==> src/rtl/timer_pkg.sv <==
// Shared types and default sizes for the synchronous down-timer.
package timer_pkg;

  localparam int unsigned DEF_WIDTH      = 4;
  localparam int unsigned DEF_PRESCALE_W = 4;

  typedef enum logic [1:0] {
    IDLE    = 2'd0,
    RUN     = 2'd1,
    EXPIRED = 2'd2
  } timer_state_e;

endpackage

==> src/rtl/timer_prescaler.sv <==
// Clock divider for the down-timer: emits a tick every prescale_i+1 cycles while run_i is high.
module timer_prescaler #(
  parameter int unsigned PRESCALE_W = 4
) (
  input  logic                  clk,
  input  logic                  reset,
  input  logic                  clear_i,
  input  logic                  run_i,
  input  logic [PRESCALE_W-1:0] prescale_i,
  output logic                  tick_o
);

  logic [PRESCALE_W-1:0] cnt_q, cnt_d;

  // A larger count than a freshly lowered prescale simply wraps through the maximum.
  assign tick_o = run_i && (cnt_q == prescale_i);

  // Next divider value: clear wins, wrap on tick, otherwise advance only while running.
  always_comb begin
    cnt_d = cnt_q;
    if (clear_i) begin
      cnt_d = '0;
    end else if (tick_o) begin
      cnt_d = '0;
    end else if (run_i) begin
      cnt_d = cnt_q + 1'b1;
    end
  end

  // Divider register with synchronous reset.
  always_ff @(posedge clk) begin
    if (reset) begin
      cnt_q <= '0;
    end else begin
      cnt_q <= cnt_d;
    end
  end

endmodule

==> src/rtl/sync_down_timer.sv <==
// Loadable synchronous down-timer with one-shot / auto-reload modes and a prescaled tick.
//
//   state   | meaning
//   --------+----------------------------------------------------------
//   IDLE    | not counting; count held
//   RUN     | decrementing on every prescaler tick
//   EXPIRED | one-shot reached terminal count; done high until cleared
module sync_down_timer
  import timer_pkg::*;
#(
  parameter int unsigned WIDTH      = DEF_WIDTH,
  parameter int unsigned PRESCALE_W = DEF_PRESCALE_W
) (
  input  logic                  clk,
  input  logic                  reset,
  input  logic                  load,
  input  logic [WIDTH-1:0]      load_value,
  input  logic                  start,
  input  logic                  stop,
  input  logic                  auto_reload,
  input  logic [PRESCALE_W-1:0] prescale,
  output logic [WIDTH-1:0]      count,
  output logic                  busy,
  output logic                  tc,
  output logic                  done
);

  timer_state_e     state_q, state_d;
  logic [WIDTH-1:0] count_q, count_d;
  logic [WIDTH-1:0] reload_q, reload_d;
  logic             tick;
  logic             tick_take;
  logic             presc_clear;

  // Divider restarts on every load and whenever RUN is entered, so the first tick is a full period away.
  assign presc_clear = load || ((state_d == RUN) && (state_q != RUN));

  timer_prescaler #(
    .PRESCALE_W (PRESCALE_W)
  ) u_prescaler (
    .clk        (clk),
    .reset      (reset),
    .clear_i    (presc_clear),
    .run_i      (state_q == RUN),
    .prescale_i (prescale),
    .tick_o     (tick)
  );

  // A tick only acts when nothing of higher priority claims the cycle.
  assign tick_take = tick && !reset && !load && !stop;

  // Next state / count: load > stop > start > tick.
  always_comb begin
    state_d  = state_q;
    count_d  = count_q;
    reload_d = reload_q;
    if (load) begin
      count_d  = load_value;
      reload_d = load_value;
      if (stop) begin
        state_d = IDLE;
      end else if (start) begin
        state_d = RUN;
      end else if (state_q == EXPIRED) begin
        state_d = IDLE;
      end
    end else if (stop) begin
      if (state_q == RUN) begin
        state_d = IDLE;
      end
    end else if (start && (state_q != RUN)) begin
      if (state_q == EXPIRED) begin
        count_d = reload_q;
      end
      state_d = RUN;
    end else if (tick_take) begin
      if (count_q != '0) begin
        count_d = count_q - 1'b1;
      end else if (auto_reload) begin
        count_d = reload_q;
      end else begin
        state_d = EXPIRED;
      end
    end
  end

  // State, count and reload registers with synchronous reset.
  always_ff @(posedge clk) begin
    if (reset) begin
      state_q  <= IDLE;
      count_q  <= '0;
      reload_q <= '0;
    end else begin
      state_q  <= state_d;
      count_q  <= count_d;
      reload_q <= reload_d;
    end
  end

  assign count = count_q;
  assign busy  = (state_q == RUN);
  assign done  = (state_q == EXPIRED);
  assign tc    = tick_take && (count_q == '0);

endmodule

==> config.mk <==
export PLATFORM = sky130hd
export DESIGN_NAME = sync_down_timer
export DESIGN_NICKNAME = d
export VERILOG_FILES = /design/src/rtl/timer_pkg.sv /design/src/rtl/timer_prescaler.sv /design/src/rtl/sync_down_timer.sv
export SDC_FILE = /design/constraint.sdc
export NUM_CORES = 1
export LEC_CHECK = 0
export CORE_MARGIN = 1.5
export CORE_UTILIZATION = 49
export CTS_CLUSTER_DIAMETER = 150
export DETAILED_ROUTE_END_ITERATION = 8
export PLACE_DENSITY = 0.85
export SLEW_MARGIN = 10
export SYNTH_ARGS = -nofsm -noshare
export SYNTH_HDL_FRONTEND = slang
export SYNTH_SLANG_ARGS = --single-unit
==> constraint.sdc <==
create_clock -name clk -period 2.35 [get_ports clk]
set_clock_uncertainty 0.05 [all_clocks]
set_input_delay 0.705 -clock clk [delete_from_list [all_inputs] [get_ports clk]]
set_output_delay 0.705 -clock clk [all_outputs]
set_load 0.01 [all_outputs]
Word level (Yosys, flattened, before mapping)
Cells that the tools add are included.
Widths: inputs -> output; s select.
{"block": "word_totals", "reg_bits": 14, "word_cells": 47}
{"block": "classes", "addsub": 2, "n_eq_ne": 7, "mux": 17, "n_reduce_logical": 17}
{"cell": "$mux 4", "count": 7}
{"cell": "$mux 2", "count": 10}
{"cell": "$reduce_bool 4->1", "count": 2}
{"cell": "$logic_and 1x1->1", "count": 7}
{"cell": "$add 4x1->4 const B", "count": 1}
{"cell": "$eq 2x1->1 const B", "count": 2}
{"cell": "$eq 4x4->1", "count": 1}
{"cell": "$logic_not 4->1", "count": 1}
{"cell": "$reduce_and 4->1", "count": 1}
{"cell": "$sub 4x1->4 const B", "count": 1}
{"cell": "$logic_not 1->1", "count": 3}
{"cell": "$ne 3x3->1 const B", "count": 1}
{"cell": "$reduce_bool 3->1", "count": 1}
{"cell": "$reduce_or 3->1", "count": 1}
{"cell": "$eq 2x2->1 const B", "count": 1}
{"cell": "$ne 2x1->1 const B", "count": 1}
{"cell": "$ne 2x2->1 const B", "count": 1}
{"cell": "$logic_or 1x1->1", "count": 1}

Logic depth before layout (Yosys ltp)
{"block": "logic_depth", "ltp_word": 13, "depth_mapped": 6, "depth_no_buf": 6}

By module
Synthesis repeated with hierarchy kept, for this count alone.
{"block": "hier_totals", "cells_unflattened": 100, "area_unflattened_um2": 900.9}
{"module": "sync_down_timer", "instances": 1, "cells_each": 74, "area_each_um2": 634.4, "seq_area_each_um2": 200.2}
{"module": "timer_prescaler", "instances": 1, "cells_each": 26, "area_each_um2": 266.5, "seq_area_each_um2": 80.1}

Worst setup path before layout
OpenSTA, ideal clock, no wires.
{"block": "synth_timing", "path_type": "in2out", "startpoint": "input port prescale[1]", "endpoint": "output port tc", "arrival_time_ps": 1540, "required_time_ps": 1595, "setup_slack_ps": 55, "path_stages": 4, "n_path_buf": 0, "cell_sequence": "xor2_1 -> nor3_4 -> nand2_1 -> nor3_1"}
{"block": "synth_via", "elab_chain_len": 6}
{"item": "from (decl)", "line": "sync_down_timer.sv:21", "text": "input logic [PRESCALE_W-1:0] prescale,"}
{"item": "$eq 4x4->1", "line": "timer_prescaler.sv:16", "text": "assign tick_o = run_i && (cnt_q == prescale_i);"}
{"item": "$logic_and 1x1->1", "line": "timer_prescaler.sv:16"}
{"item": "$logic_and 1x1->1 (3 in series)", "line": "sync_down_timer.sv:50", "text": "assign tick_take = tick && !reset && !load && !stop;"}
{"item": "$logic_and 1x1->1", "line": "sync_down_timer.sv:103", "text": "assign tc = tick_take && (count_q == '0);"}
{"item": "to (decl)", "line": "sync_down_timer.sv:24", "text": "output logic tc,"}
Every way passes these cells.

Final worst setup path
{"block": "layout_timing", "startpoint": "input port reset", "endpoint": "output port tc"}
{"block": "layout_via", "elab_chain_len": 5}
{"item": "from (decl)", "line": "sync_down_timer.sv:15", "text": "input logic reset,"}
{"item": "$logic_not 1->1", "line": "sync_down_timer.sv:50"}
{"item": "$logic_and 1x1->1 (3 in series)", "line": "sync_down_timer.sv:50"}
{"item": "$logic_and 1x1->1", "line": "sync_down_timer.sv:103"}
Every way passes these cells.

==> flow_summary.json <==
{
  "crit_required_ns": 1.59,
  "syn_inst": 102,
  "crit_arrival_ns": 1.55,
  "grt_max_degree": 14,
  "drc_errors": 0,
  "antennaDiodeCount": 0,
  "fin_total_pwr_uw": 626,
  "dpl-instance-area_um2": 1270,
  "synthArstFlopShare": 0,
  "wl_met1_um": 1070,
  "postCtsHoldBufs": 0,
  "root_buffer": "clkbuf_4",
  "critPathKind": "input port to output port",
  "hpwl_um": 1850,
  "holdWs_ns": 0.431,
  "synth_top_cell_area_share": 0.300,
  "cap_violations": 0,
  "track_usage": 0.246,
  "ant_nets": 0,
  "die_h_um": 46.7,
  "irDropWorstVdd_mv": 0.370,
  "yosysMostFrequentCell": "dfxtp_1",
  "slowest_stage": "or3_4",
  "die_x_um": 46.7,
  "pwr-share-seq": 0.407,
  "drive_above_1_share": 0.319,
  "synth_fp_nets": 119,
  "ys_ff_latch": 14,
  "cts_buffers": 3,
  "fp.coreArea_um2": 1760,
  "antenna_found_initial": 0,
  "drt_wl_total_um": 2600,
  "p_int_uw": 438,
  "fin_ws_ns": 0.0435,
  "p_sw_uw": 188,
  "path_clk_slew_ns": 0.10,
  "cts_sinks": 14,
  "fmax_mhz": 434,
  "synth_commonest_cells": "dfxtp_1 (14), nand2_1 (9), nor2_1 (9), inv_1 (6)",
  "path_cells": "clkdlybuf4s15_1 -> or3_4 -> nor3_2 -> buf_2",
  "power_frac_comb": 0.303,
  "dp_cells": 161,
  "min_period_ns": 2.31,
  "num_io_pins": 21,
  "clockBufferDepth": 2,
  "n_fill_cell": 127,
  "final-hold-violation-count": 0,
  "maxSlewHeadroom": 0.750,
  "tns_ns": 0,
  "worstPathBufferInverterCount": 2,
  "clkLatencyLatePin_ns": 0.29,
  "start_util": 0.530,
  "hold_class": "flip-flop to flip-flop",
  "synth_enable_flop_cells": 0,
  "die_area_um2": 2180,
  "clockPowerShare": 0.290,
  "cp_slowest_stage_delay_ns": 0.35,
  "finalSetupViolations": 0,
  "final_util": 0.749,
  "gp_congestion": 0.932,
  "grt_pass1_vias": 866,
  "portBuffers": 20,
  "cp-start-kind": "input port",
  "netlist_area_um2": 935,
  "crit_path_max_fanout": 2,
  "post-place-ws_ns": -0.689,
  "final_area_um2": 1320,
  "grt_setup_unrepaired": "yes",
  "grt_pass1_wl_um": 3780,
  "power.density_nw_per_um2": 474,
  "dr.max_layer_used": "met4",
  "ys.warnings.count": 0,
  "dr_total_vias": 954,
  "critical-path-top-delay-family": "simple AND/OR/NAND/NOR gates",
  "placementRows": 15,
  "worst_pin_slew_ns": 0.365,
  "wl_met2_um": 1270,
  "synth_ff_type": "dfxtp_1",
  "viasPerCell": 5.75,
  "p_leak_nw": 0.533,
  "nets": 159,
  "drv_slew": 0,
  "status": "complete, no violations",
  "switching_share": 0.300,
  "ys_top_cells_by_area": "dfxtp_1 (30%), xor2_1 (4.7%), ha_1 (4.0%), nand2_1 (3.6%), nor2_1 (3.6%)",
  "fin_cells": 166,
  "period_share": 0.981,
  "grt_overflow": 0,
  "first_pass_iters": 4,
  "cts_tree": "built",
  "yosysUniqueCellTypes": 48,
  "syn_area_per_cell_um2": 9.16,
  "syn_to_final_growth_pct": 41.4,
  "wl_met3_um": 190,
  "drtIter0Drc": 25,
  "h-tree-depth": 1,
  "yosysSeqAreaShare": 0.300,
  "synth_area_leader_cell": "dfxtp_1",
  "wl_per_cell_um": 15.6,
  "worstSetupEndpointType": "output port"
}
kinds of logic (layout without fill, tap and decap cells):
family	count (synthesis)	count (layout)	synth area share
AOI/OAI and AO/OA	31	31	0.270
muxes	2	2	0.0214
buffers and inverters	10	49	0.0535
adders and majority gates	3	3	0.0402
DFF	14	14	0.300
and+or+nand+nor	34	34	0.232
xor gates and xnor gates	8	8	0.0830
area by class of cell:
type | instances | area, µm² | area share
Clock buffer | 4 | 36.3 | 0.0275
Multi-Input combinational cell | 78 | 634 | 0.480
Inverter | 7 | 26.3 | 0.0199
Sequential cell | 14 | 282 | 0.213
Tap cell | 25 | 31.3 | 0.0237
Timing Repair Buffer | 38 | 312 | 0.236
power groups by stage:
stage          clock, mW  combinational [mW]  sequential, mW
2_1_floorplan          0              0.0893           0.268
3_5_place_dp           0               0.184           0.260
5_1_grt            0.201               0.204           0.256
4_1_cts            0.176               0.184           0.255
6_report           0.181               0.190           0.255
3_3_place_gp           0               0.179           0.259
layout by cell type, fill, tap and decap left out, types with 2 or more instances in the layout:
| master | count |
|---|---|
| inv_1 | 6 |
| o21ai_0 | 2 |
| buf_2 | 2 |
| a311oi_1 | 2 |
| buf_6 | 2 |
| clkbuf_2 | 3 |
| xor2_1 | 2 |
| nand2_1 | 9 |
| ha_1 | 3 |
| mux2i_1 | 2 |
| o2111ai_1 | 2 |
| a211oi_1 | 3 |
| clkbuf_4 | 3 |
| xor2_2 | 4 |
| and2_1 | 2 |
| nor2_1 | 8 |
| buf_4 | 18 |
| a211oi_2 | 2 |
| clkdlybuf4s50_1 | 11 |
| a21oi_1 | 5 |
| xnor2_1 | 2 |
| dfxtp_1 | 13 |
worst paths after layout:
check | start | end | slack, ns | cells after the start
hold / removal | reload_q[3] | reload_q[3] | 0.43 | 2
setup reg to reg | count[1] | count[1] | 0.50 | 7
hold reg to reg | reload_q[3] | reload_q[3] | 0.43 | 2
setup / recovery | reset | tc | 0.04 | 4
what timing repair did:
| action | 4_1_cts | 5_1_grt |
|---|---|---|
| gates resized for setup | 26 | 10 |
| pin swaps | 5 | 5 |
| buffers inserted | 0 | 1 |
| setup endpoints to repair | 2 | 1 |
| cloned | 0 | 0 |
sequential cells by signal (all words and copies together), names as in the netlist:
name,flops
state_q,2
count,4
reload_q,4
u_prescaler.cnt_q,4
worst reg2reg max path, delay by kind of cell, from the launching register on:
kind	cells	cell delay, ns
buf+inv	2	0.20
simple gates	1	0.15
flops	1	0.37
fa+ha+maj	1	0.18
compound gates	3	0.81
layer usage:
layer / vias to the layer above / global-route usage
li1: 461 / -
met1: 440 / 0.308
met2: 45 / 0.425
met3: 8 / 0.0353
met4: 0 / 0.0889
met5: - / 0
Power figures use the tool's default switching activity.
